[config.mk]
export PLATFORM = sky130hd
export DESIGN_NAME = exposure_timer
export DESIGN_NICKNAME = d
export VERILOG_FILES = /design/src/rtl/camera_pkg.sv /design/src/rtl/exp_prescaler.sv /design/src/rtl/exposure_timer.sv
export SDC_FILE = /design/constraint.sdc
export NUM_CORES = 1
export LEC_CHECK = 0
export BUFFER_PORTS_ARGS = -buffer_cell sky130_fd_sc_hd__clkbuf_2
export CAP_MARGIN = 20
export CELL_PAD_IN_SITES_DETAIL_PLACEMENT = 1
export CELL_PAD_IN_SITES_GLOBAL_PLACEMENT = 2
export CORE_ASPECT_RATIO = 0.6
export CORE_MARGIN = 2
export CORE_UTILIZATION = 38
export DETAILED_ROUTE_END_ITERATION = 8
export PLACE_DENSITY = 0.89
export REMOVE_ABC_BUFFERS = 1
export SETUP_SLACK_MARGIN = 0.2
export SLEW_MARGIN = 25
export SYNTH_ARGS = -nofsm -noshare
export SYNTH_HDL_FRONTEND = slang
export SYNTH_SLANG_ARGS = --single-unit
[constraint.sdc]
create_clock -name Clk -period 2.4 [get_ports Clk]
set_input_delay 0.36 -clock Clk [delete_from_list [all_inputs] [get_ports Clk]]
set_output_delay 0.36 -clock Clk [all_outputs]
set_load 0.02 [all_outputs]
[src/rtl/camera_pkg.sv]
// Shared camera-controller types: exposure FSM states, setting width and limits.
// Latency: n/a (types, constants and a combinational helper only).
// Backpressure: n/a.
package camera_pkg;

    localparam int EXP_W       = 5;
    localparam int EXP_MIN_DEF = 2;
    localparam int EXP_MAX_DEF = 30;

    typedef enum logic [1:0] {
        IDLE  = 2'd0,
        COUNT = 2'd1,
        DONE  = 2'd2
    } state_t;

    // One saturating step of the exposure setting; opposing edges cancel out.
    function automatic logic [EXP_W-1:0] exp_step(
        input logic [EXP_W-1:0] cur,
        input logic             up,
        input logic             dn,
        input logic [EXP_W-1:0] lo,
        input logic [EXP_W-1:0] hi
    );
        logic [EXP_W-1:0] res;
        res = cur;
        if (up && !dn && (cur < hi)) begin
            res = cur + EXP_W'(1);
        end else if (dn && !up && (cur > lo)) begin
            res = cur - EXP_W'(1);
        end
        return res;
    endfunction

endpackage

[src/rtl/exp_prescaler.sv]
// Millisecond tick generator: counts Clk cycles modulo TICK_DIV while enabled.
// Latency: tick is decoded from the count register, high in the last cycle of each ms.
// Backpressure: none; clr overrides en and holds the count at zero.
module exp_prescaler #(
    parameter int TICK_DIV = 1000
) (
    input  logic Clk,
    input  logic Reset,
    input  logic clr,
    input  logic en,
    output logic tick
);

    localparam int            PW   = (TICK_DIV > 1) ? $clog2(TICK_DIV) : 1;
    localparam logic [PW-1:0] LAST = PW'(TICK_DIV - 1);

    logic [PW-1:0] count;

    // Cycle counter that wraps after TICK_DIV cycles.
    always_ff @(posedge Clk or negedge Reset) begin
        if (!Reset) begin
            count <= '0;
        end else if (clr) begin
            count <= '0;
        end else if (en) begin
            count <= (count == LAST) ? '0 : count + PW'(1);
        end
    end

    assign tick = (count == LAST);

endmodule

[src/rtl/exposure_timer.sv]
// Exposure setting register (button adjust while idle) and ms-resolution exposure countdown.
// Latency: Busy from the Start edge; Ovf5 one-cycle pulse Exp_time*TICK_DIV edges after Start.
// Backpressure: none; Start and button edges outside IDLE are dropped, not queued.
module exposure_timer
    import camera_pkg::*;
#(
    parameter int EXP_MIN   = EXP_MIN_DEF,
    parameter int EXP_MAX   = EXP_MAX_DEF,
    parameter int EXP_RESET = 2,
    parameter int TICK_DIV  = 1000
) (
    input  logic             Clk,
    input  logic             Reset,
    input  logic             Exp_increase,
    input  logic             Exp_decrease,
    input  logic             Start,
    input  logic             Abort,
    output logic [EXP_W-1:0] Exp_time,
    output logic             Busy,
    output logic             Ovf5
);

    // Limits are kept in the setting's own 5-bit unsigned domain so every
    // compare below is same-width.
    localparam logic [EXP_W-1:0] EXP_MIN_V   = EXP_W'(EXP_MIN);
    localparam logic [EXP_W-1:0] EXP_MAX_V   = EXP_W'(EXP_MAX);
    localparam logic [EXP_W-1:0] EXP_RESET_V = EXP_W'(EXP_RESET);

    state_t           state;
    state_t           state_nxt;
    logic             inc_prev;
    logic             dec_prev;
    logic             inc_edge;
    logic             dec_edge;
    logic             start_load;
    logic [EXP_W-1:0] remaining;
    logic             pre_clr;
    logic             pre_en;
    logic             tick;
    logic             last_ms;

    assign inc_edge   = Exp_increase && !inc_prev;
    assign dec_edge   = Exp_decrease && !dec_prev;
    assign start_load = (state == IDLE) && Start;
    assign last_ms    = tick && (remaining == EXP_W'(1));

    // The prescaler only runs while counting; an abort clears it on the same edge
    // that returns the FSM to IDLE so a following Start begins from zero.
    assign pre_en  = (state == COUNT);
    assign pre_clr = (state != COUNT) || Abort;

    exp_prescaler #(
        .TICK_DIV (TICK_DIV)
    ) u_prescaler (
        .Clk   (Clk),
        .Reset (Reset),
        .clr   (pre_clr),
        .en    (pre_en),
        .tick  (tick)
    );

    // Button history is sampled in every state so a button held through an
    // exposure cannot produce a late edge once the block is idle again.
    always_ff @(posedge Clk or negedge Reset) begin
        if (!Reset) begin
            inc_prev <= 1'b0;
            dec_prev <= 1'b0;
        end else begin
            inc_prev <= Exp_increase;
            dec_prev <= Exp_decrease;
        end
    end

    // Exposure setting: adjustable only in IDLE, and Start wins over a same-cycle edge.
    always_ff @(posedge Clk or negedge Reset) begin
        if (!Reset) begin
            Exp_time <= EXP_RESET_V;
        end else if ((state == IDLE) && !Start) begin
            Exp_time <= exp_step(Exp_time, inc_edge, dec_edge, EXP_MIN_V, EXP_MAX_V);
        end
    end

    // Remaining whole milliseconds of the running exposure.
    always_ff @(posedge Clk or negedge Reset) begin
        if (!Reset) begin
            remaining <= '0;
        end else if (start_load) begin
            remaining <= Exp_time;
        end else if (state == COUNT) begin
            if (Abort) begin
                remaining <= '0;
            end else if (tick && (remaining != '0)) begin
                remaining <= remaining - EXP_W'(1);
            end
        end
    end

    // FSM state register.
    always_ff @(posedge Clk or negedge Reset) begin
        if (!Reset) begin
            state <= IDLE;
        end else begin
            state <= state_nxt;
        end
    end

    // FSM next state: Abort outranks the terminal tick; DONE lasts exactly one cycle.
    always_comb begin
        state_nxt = state;
        case (state)
            IDLE: begin
                if (Start) begin
                    state_nxt = COUNT;
                end
            end
            COUNT: begin
                if (Abort) begin
                    state_nxt = IDLE;
                end else if (last_ms) begin
                    state_nxt = DONE;
                end
            end
            DONE: begin
                state_nxt = IDLE;
            end
            default: begin
                state_nxt = IDLE;
            end
        endcase
    end

    // Outputs decode the state register only, so no input reaches them combinationally.
    assign Busy = (state != IDLE);
    assign Ovf5 = (state == DONE);

endmodule
==> reports/results.txt, run 1 <==
outcome -> finished, final reports clean
Yosys reg bits -> 24
vias in the first global route -> 1156
R2R setup slack -> 260 ps
Post-synth top flop -> dfrtp_1
Pins Over Slew Limit -> 0
proportion of layout cells with a drive suffix above 1 -> 27.2%
largest net degree at the start of global routing -> 25
worst hold margin -> 85.2 ps
met2 Usage GRT -> 29.1%
WP buf/inv -> 1
register area share after synthesis -> 43.6%
Port Buffer Count -> 12
Leakage -> 0.764 nW
Synth area leader -> dfrtp_1
worst reg2reg path depth -> 8
multi-input logic area -> 772 sq um
VDD IR max -> 0.445 mV
Die W -> 81.8 um
area grow syn2layout -> 21.6%
busiest grt layer -> met2
Root Driver -> clkbuf_8
worst-path fanout max -> 6
Mapped Area -> 0.00138 sq mm
Ant. Diodes -> 0
post-route minimum period -> 2140 ps
DR WL/cell -> 17.9 um
grt met1 use -> 26.6%
CTS Buffer Depth -> 2
CTS H-tree depth -> 1
top cells by area, synth -> dfrtp_1 42%, ha_1 5.4%, xnor2_1 5.1%
arrival time at the worst endpoint -> 2290 ps
Die H -> 50.7 um
Commonest cells post-synth -> 23 x dfrtp_1, 17 x nor2_1, 8 x a21oi_1, 8 x xnor2_1
critical path cell sequence -> nand4_1 > nand4_1 > buf_4 > ha_1 > a21o_1 > a21oi_2 > xnor2_1 > mux2_1
Worst-Skew Late Latency -> 270 ps
Slew headroom -> 59.1%
Inserted Clock Buffers -> 3
CTS tree -> built
critical path's most frequent cell -> nand4_1
Iter 0 DRT Violations -> 17
crit-path max cell delay -> 580 ps
Fmax -> 0.468 GHz
GRT met3 Usage -> 3.78%
initial antenna violation count -> 0
Gate Count Post-Synth -> 131
number of synthesized flops with an enable pin -> 0
Max-Cap Viols -> 0
worst reg2reg endpoint -> Exp_time[3]$_DFFE_PN0P_
number of remaining DRC errors -> 0
number of distinct library cells after synthesis -> 42
drt via density -> 5.35
Worst setup EP type -> flop
clk_skew -> 3.58 ps
final wirelength -> 3630 um
DRT antenna net count -> 0
die area -> 0.00415 sq mm
Top Family by Delay on Critical Path -> flip-flops
all-layer global routing usage -> 18.4%
Req. time, crit path -> 2560 ps
detailed-placement wirelength estimate -> 2540 um
Worst Max-Slew Pin Slew -> 614 ps
setup violators final -> 0
I/O pins -> 13
Core Area -> 0.00336 sq mm
Fin. Hold Viols -> 0
RSZ-0062 raised after global routing -> false
Detailed Routing Iterations Pass 1 -> 4
initial cell density of the core -> 41.1%
Critical-path top delay cell -> dfstp_2
register area -> 603 sq um
Syn Area/Cell -> 10.5 sq um
Final period util -> 89.1%
Synth warnings -> 0
type of the tightest min-delay check -> primary input to asynchronous set/reset pin
post-route setup TNS -> 0 ps
final net count -> 172
Rows -> 16
Routability Congestion -> 0.888
GRT overflow -> 0
via count -> 1087
first-pass GRT wire length -> 5670 um
type of origin of the critical path -> flop
CP Class -> flop to flop
asr flop ratio synth -> 100%
area share of the largest cell type after synthesis -> 41.7%
Layout fillers -> 387
Clock Sinks -> 24
FF-to-FF Start -> Exp_time[1]$_DFFE_PN1P_
Power Density -> 1010 mW/mm^2
clk slew on worst S/H paths -> 90 ps
count leader, synth -> dfrtp_1
logic make-up after synthesis:
kind of cell / count (synthesis) / share of synthesized area (%)
AND/OR/NAND/NOR: 51 / 21.7
AO/OA/AOI/OAI: 25 / 14.9
flip-flops: 24 / 43.6
XOR/XNOR: 12 / 7.61
buffers and inverters: 8 / 2.17
adder cells (fa/ha/maj): 7 / 6.88
multiplexers: 4 / 3.08
registers in the layout (all words and copies together) (netlist names):
signal,flops
u_prescaler.count,10
Exp_time,5
remaining,5
state,2
dec_prev,1
inc_prev,1
metrics by stage:
step                worst slack, ps  std cells  util (%)  instance area [sq um]  power, mW
floorplan                       231        130         -                   1380      0.996
global placement                319        191      45.3                   1520       1.18
finish                          262        203      49.9                   1680       1.69
global route                    175        203      49.9                   1680       1.80
detailed placement              175        191      45.3                   1520       1.22
CTS                             270        197      47.9                   1610       1.59
layout by cell type (no fill, tap or decap), types with 2 or more instances in the layout:
cell,n
clkbuf_8,3
nand4_1,3
a2111oi_0,2
or3_1,2
a21o_1,2
a21oi_2,2
nand3_1,3
dfrtp_1,22
nor2b_1,3
ha_1,5
xor2_1,4
xnor2_1,8
and3_1,4
clkbuf_2,12
buf_4,12
inv_1,7
mux2_1,2
a21oi_1,6
o21ai_0,3
nor2_1,17
mux2i_1,2
nand2_1,7
nor3_1,2
how the worst max path moves through the flow:
stage                                  from                 endpoint  slack [ps]  cells past startpoint
CTS                 Exp_time[2]$_DFFE_PN0P_  Exp_time[4]$_DFFE_PN0P_         270                      8
global route        Exp_time[1]$_DFFE_PN1P_  Exp_time[4]$_DFFE_PN0P_         170                      8
finish              Exp_time[1]$_DFFE_PN1P_  Exp_time[3]$_DFFE_PN0P_         260                      8
global placement               Exp_decrease  Exp_time[4]$_DFFE_PN0P_         320                      9
floorplan           Exp_time[2]$_DFFE_PN0P_  Exp_time[4]$_DFFE_PN0P_         230                      8
detailed placement  Exp_time[2]$_DFFE_PN0P_  Exp_time[4]$_DFFE_PN0P_         180                      8
metal layers:
metal / part of all wire, % / wire, um
met4: 1.3 / 48
met5: 0 / 0
met2: 47 / 1710
met3: 1.7 / 62
met1: 50 / 1800
where the power goes:
part           switching (mW)  leakage (nW)  internal [mW]  total, mW
Clock                   0.134        0.0357          0.223      0.357
Sequential              0.121         0.305          0.495      0.616
Combinational           0.391         0.423          0.328      0.719
Total                   0.646         0.764           1.05       1.69
cell type report:
| class | instances | share of cell area (%) |
|---|---|---|
| Inverter | 7 | 1.56 |
| Clock buffer | 3 | 2.46 |
| Sequential cell | 24 | 35.9 |
| Clock inverter | 1 | 1.79 |
| Timing Repair Buffer | 24 | 8.94 |
| Multi-Input combinational cell | 99 | 46.0 |
| Tap cell | 45 | 3.35 |
worst reg2reg max path, delay by kind of cell (launching register included):
family | cells | cell delay (ps)
flip-flops | 1 | 580
adder cells (fa/ha/maj) | 1 | 220
AO/OA/AOI/OAI | 2 | 340
multiplexers | 1 | 290
buffers and inverters | 1 | 160
AND/OR/NAND/NOR | 2 | 350
XOR/XNOR | 1 | 90
repair_timing:
item | 4_1_cts | 5_1_grt
hold buffers | 0 | 0
gates cloned | 0 | 0
setup endpoints to repair | 1 | 2
pin swaps | 1 | 1
setup buffers | 2 | 6
resized for setup | 0 | 5
Note: power is estimated with default switching activity, not from simulation.
==> inputs of run 2 (changes only) <==
BUFFER_PORTS_ARGS = -buffer_cell sky130_fd_sc_hd__buf_2   (was -buffer_cell sky130_fd_sc_hd__clkbuf_2)
HOLD_SLACK_MARGIN = 0.1   (was unset)
==> reports/results.txt, run 2 (same netlist as run 1, synthesis figures left out) <==
Worst Max-Slew Pin Slew -> 567 ps
Rows -> 16
Reg with most FFs -> u_prescaler.count
Final period util -> 90.7%
critical path cell sequence -> nand4_1 > nand4_1 > buf_4 > ha_1 > a21o_1 > a21oi_1 > xnor2_1 > mux2_1
proportion of layout cells with a drive suffix above 1 -> 25.9%
GRT overflow -> 0
CP Class -> flop to flop
Critical-path top delay cell -> dfstp_2
Die H -> 50.7 um
worst setup path start -> Exp_time[1]$_DFFE_PN1P_
R2R setup slack -> 220 ps
initial antenna violation count -> 0
CP endpoint -> Exp_time[3]$_DFFE_PN0P_
die area -> 0.00415 sq mm
number of remaining DRC errors -> 0
CTS tree -> built
Slew headroom -> 62.2%
drt via density -> 5.28
overall power -> 1.68 mW
Routability Congestion -> 0.904
Max-Cap Viols -> 0
all-layer global routing usage -> 19.4%
DRT antenna net count -> 0
Sw Pwr -> 0.630 mW
clk_skew -> 2.42 ps
post-route minimum period -> 2180 ps
Worst-Skew Late Latency -> 270 ps
Req. time, crit path -> 2560 ps
Fin. Hold Viols -> 0
Detailed Routing Iterations Pass 1 -> 4
combinational power share -> 41.5%
Crit. path cell count -> 8
CTS H-tree depth -> 1
worst reg2reg endpoint -> Exp_time[3]$_DFFE_PN0P_
post-route setup TNS -> 0 ps
placed cells -> 190
Root Driver -> clkbuf_8
vias in the first global route -> 1175
clock network power share -> 21.8%
WP buf/inv -> 1
Die W -> 81.8 um
worst reg2reg path depth -> 8
commonest cells after routing, fill and taps aside -> 22 x dfrtp_1, 17 x nor2_1, 12 x buf_2, 11 x buf_4, 8 x xnor2_1
critical path's most frequent cell -> nand4_1
Setup WS pre-CTS -> 10.7 ps
commonest non-fill, non-tap cell in the layout -> dfrtp_1
first-pass GRT wire length -> 5870 um
Ant. Diodes -> 0
initial cell density of the core -> 41.1%
DR WL/cell -> 17.5 um
Power Density -> 1000 mW/mm^2
worst-path fanout max -> 6
CTS Buffer Depth -> 2
Largest register FFs -> 10
setup violators final -> 0
Clock Sinks -> 24
Worst setup EP type -> flop
I/O pins -> 13
Fmax -> 0.459 GHz
sw frac -> 37.5%
Layout fillers -> 390
Pins Over Slew Limit -> 0
final core occ -> 49.9%
via count -> 1071
Leakage -> 0.763 nW
Top Family by Delay on Critical Path -> flip-flops
Inserted Clock Buffers -> 3
Port Buffer Count -> 12
biggest regs -> u_prescaler.count x10, Exp_time x5, remaining x5
Reg power frac -> 36.7%
outcome -> finished, final reports clean
clk slew on worst S/H paths -> 90 ps
Iter 0 DRT Violations -> 34
FF-to-FF Start -> Exp_time[1]$_DFFE_PN1P_
type of the tightest min-delay check -> primary input to flop
final net count -> 172
Core Area -> 0.00336 sq mm
VDD IR max -> 0.607 mV
final non-filler cell total -> 203
RSZ-0062 raised after global routing -> true
Int Pwr -> 1.05 mW
crit-path max cell delay -> 590 ps
arrival time at the worst endpoint -> 2330 ps
detailed-placement wirelength estimate -> 2500 um
final wirelength -> 3550 um
type of origin of the critical path -> flop
final worst slack -> 223 ps
largest net degree at the start of global routing -> 25
area grow syn2layout -> 21.5%
## run 2: final cells by class
type	instances	area, sq um	area share [%]
Inverter	7	26.3	1.57
Clock buffer	3	41.3	2.46
Tap cell	45	56.3	3.36
Clock inverter	1	30.0	1.79
Multi-Input combinational cell	99	768	45.8
Timing Repair Buffer	24	153	9.10
Sequential cell	24	603	35.9
## run 2: worst min-delay path by stage
stage,cells after the start,start,slack [ps],to
3_3_place_gp,1,Reset,380,u_prescaler.count[0]$_DFFE_PN0P_
5_1_grt,1,Exp_decrease,200,dec_prev$_DFF_PN0_
3_5_place_dp,1,Reset,390,u_prescaler.count[0]$_DFFE_PN0P_
2_1_floorplan,0,Reset,60,Exp_time[0]$_DFFE_PN0P_
4_1_cts,1,Exp_decrease,190,dec_prev$_DFF_PN0_
6_report,1,Exp_decrease,200,dec_prev$_DFF_PN0_
## run 2: worst register-to-register path, stage by stage, from the launching register on
cell and delay (ps):
dfstp_2 590, nand4_1 120, nand4_1 230, buf_4 170, ha_1 230, a21o_1 160
a21oi_1 180, xnor2_1 80, mux2_1 310
## run 2: layer usage
layer  vias to the layer above  routed length [um]  GRT usage, %
li1                        519                   -             -
met1                       527                1720          25.8
met2                        19                1650          30.4
met3                         6                 135          4.50
met4                         0                  47          7.78
met5                         -                   0             0
## run 2: power groups by stage
stage	Combinational, mW	Sequential [mW]	Clock [mW]
floorplan	0.334	0.661	0
global placement	0.551	0.623	0
detailed placement	0.574	0.633	0
CTS	0.587	0.625	0.377
global route	0.776	0.633	0.394
finish	0.697	0.617	0.366
## run 2: repair_timing
| action | 4_1_cts | 5_1_grt |
|---|---|---|
| resized for setup | 0 | 4 |
| buffers inserted | 2 | 6 |
| pin swaps | 1 | 4 |
| endpoints found under the setup margin | 2 | 2 |
| hold buffers | 1 | 0 |
| endpoints found under the hold margin | 23 | 0 |
## run 2: metrics by stage
stage	hold WS [ps]	area [sq um]
5_1_grt	200	1680
3_3_place_gp	381	1520
6_report	203	1680
3_5_place_dp	388	1520
4_1_cts	194	1610
2_1_floorplan	64.4	1380
==> inputs of run 3 (changes only) <==
CORE_MARGIN = 1.5   (was 2)
==> reports/results.txt, run 3 (same netlist as run 1, synthesis figures left out) <==
Leakage -> 0.745 nW
number of remaining DRC errors -> 0
biggest regs -> u_prescaler.count x10, Exp_time x5, remaining x5
Die H -> 49.7 um
all-layer global routing usage -> 18.7%
critical path cell sequence -> nand4_1 > nand4_1 > buf_4 > fa_2 > a21o_1 > a21oi_1 > xnor2_1 > nand2_1 > xnor2_1
vias in the first global route -> 1080
Worst Max-Slew Pin Slew -> 570 ps
commonest non-fill, non-tap cell in the layout -> dfrtp_1
Power Density -> 995 mW/mm^2
initial antenna violation count -> 0
DR WL/cell -> 17.1 um
clk_skew -> 2.04 ps
final non-filler cell total -> 199
commonest cells after routing, fill and taps aside -> 23 x dfrtp_1, 17 x nor2_1, 12 x buf_2, 8 x a21oi_1, 8 x xnor2_1
crit-path max cell delay -> 480 ps
final net count -> 168
final wirelength -> 3410 um
via count -> 1039
Critical-path top delay cell -> dfrtp_1
initial cell density of the core -> 41.1%
Worst setup EP type -> flop
outcome -> finished, final reports clean
area grow syn2layout -> 18.9%
Fmax -> 0.477 GHz
Top Family by Delay on Critical Path -> flip-flops
WP buf/inv -> 1
drt via density -> 5.22
Slew headroom -> 62.0%
Fin. Hold Viols -> 0
CTS tree -> built
Port Buffer Count -> 12
first-pass GRT wire length -> 5620 um
arrival time at the worst endpoint -> 2260 ps
worst-path fanout max -> 6
die area -> 0.00402 sq mm
placed cells -> 190
Max-Cap Viols -> 0
Die W -> 80.8 um
Pins Over Slew Limit -> 0
GRT overflow -> 0
overall power -> 1.64 mW
Ant. Diodes -> 0
RSZ-0062 raised after global routing -> false
Root Driver -> clkbuf_8
Reg with most FFs -> u_prescaler.count
clk slew on worst S/H paths -> 90 ps
DRT antenna net count -> 0
Req. time, crit path -> 2570 ps
DP Area -> 0.00152 sq mm
Routability Congestion -> 0.903
Largest register FFs -> 10
post-route minimum period -> 2090 ps
largest net degree at the start of global routing -> 25
type of origin of the critical path -> flop
Worst-Skew Late Latency -> 270 ps
proportion of layout cells with a drive suffix above 1 -> 22.7%
final core occ -> 48.8%
post-route setup TNS -> 0 ps
type of the tightest min-delay check -> primary input to flop
detailed-placement wirelength estimate -> 2430 um
Inserted Clock Buffers -> 3
CTS Buffer Depth -> 2
Core Area -> 0.00336 sq mm
Rows -> 16
Layout fillers -> 395
setup violators final -> 0
I/O pins -> 13
Detailed Routing Iterations Pass 1 -> 4
Final Cell Area -> 0.00164 sq mm
Clock Sinks -> 24
CTS H-tree depth -> 1
CP Class -> flop to flop
Final period util -> 87.3%
VDD IR max -> 0.573 mV
Iter 0 DRT Violations -> 15
==> run 3: cell types whose count changed in the layout (fill, tap and decap cells not counted), sizes merged <==
| cell | previous run | this run |
|---|---|---|
| buf | 23 | 19 |
==> run 3: cell type report <==
cell class	count	area, sq um	area share, %
timing repair buffer	20	123	7.46
sequential	24	602	36.6
clock buffer	3	41.3	2.51
multi-input combinational	99	764	46.5
clock inverter	1	30.0	1.83
tap	45	56.3	3.43
inverter	7	26.3	1.60
==> run 3: stage by stage <==
step	setup WS, ps	hold slack [ps]
floorplan	231	64.4
global placement	214	381
detailed placement	86.0	387
CTS	300	195
global route	167	192
finish	305	204
==> run 3: final timing paths <==
| kind | cells after the start | slack (ps) | startpoint | endpoint |
|---|---|---|---|---|
| max | 9 | 310 | Exp_time[2]$_DFFE_PN0P_ | Exp_time[4]$_DFFE_PN0P_ |
| max in group asynchronous | 2 | 1410 | Reset | Exp_time[1]$_DFFE_PN1P_ |
| max reg2reg | 9 | 310 | Exp_time[2]$_DFFE_PN0P_ | Exp_time[4]$_DFFE_PN0P_ |
| min | 1 | 200 | Exp_decrease | dec_prev$_DFF_PN0_ |
| min in group asynchronous | 2 | 610 | Reset | u_prescaler.count[6]$_DFFE_PN0P_ |
| min reg2reg | 1 | 500 | u_prescaler.count[0]$_DFFE_PN0P_ | u_prescaler.count[0]$_DFFE_PN0P_ |
==> run 3: per-layer routing <==
metal / vias up / track usage (%) / part of all wire [%]
met1: 516 / 26.5 / 49
met5: - / 0 / 0
met3: 3 / 4.44 / 3.0
met2: 13 / 29.3 / 47
li1: 507 / - / -
met4: 0 / 3.45 / 0.23
==> run 3: power breakdown <==
part           internal (mW)  switching, mW
combinational          0.305          0.347
sequential             0.493          0.129
clock                  0.223          0.138
total                   1.02          0.614
==> run 3: timing repair <==
item / CTS / global route
resized for setup: 0 / 2
endpoints found under the hold margin: 23 / 0
endpoints found under the setup margin: 2 / 2
hold buffers: 1 / 0
pin swaps: 1 / 1
setup buffers: 1 / 3
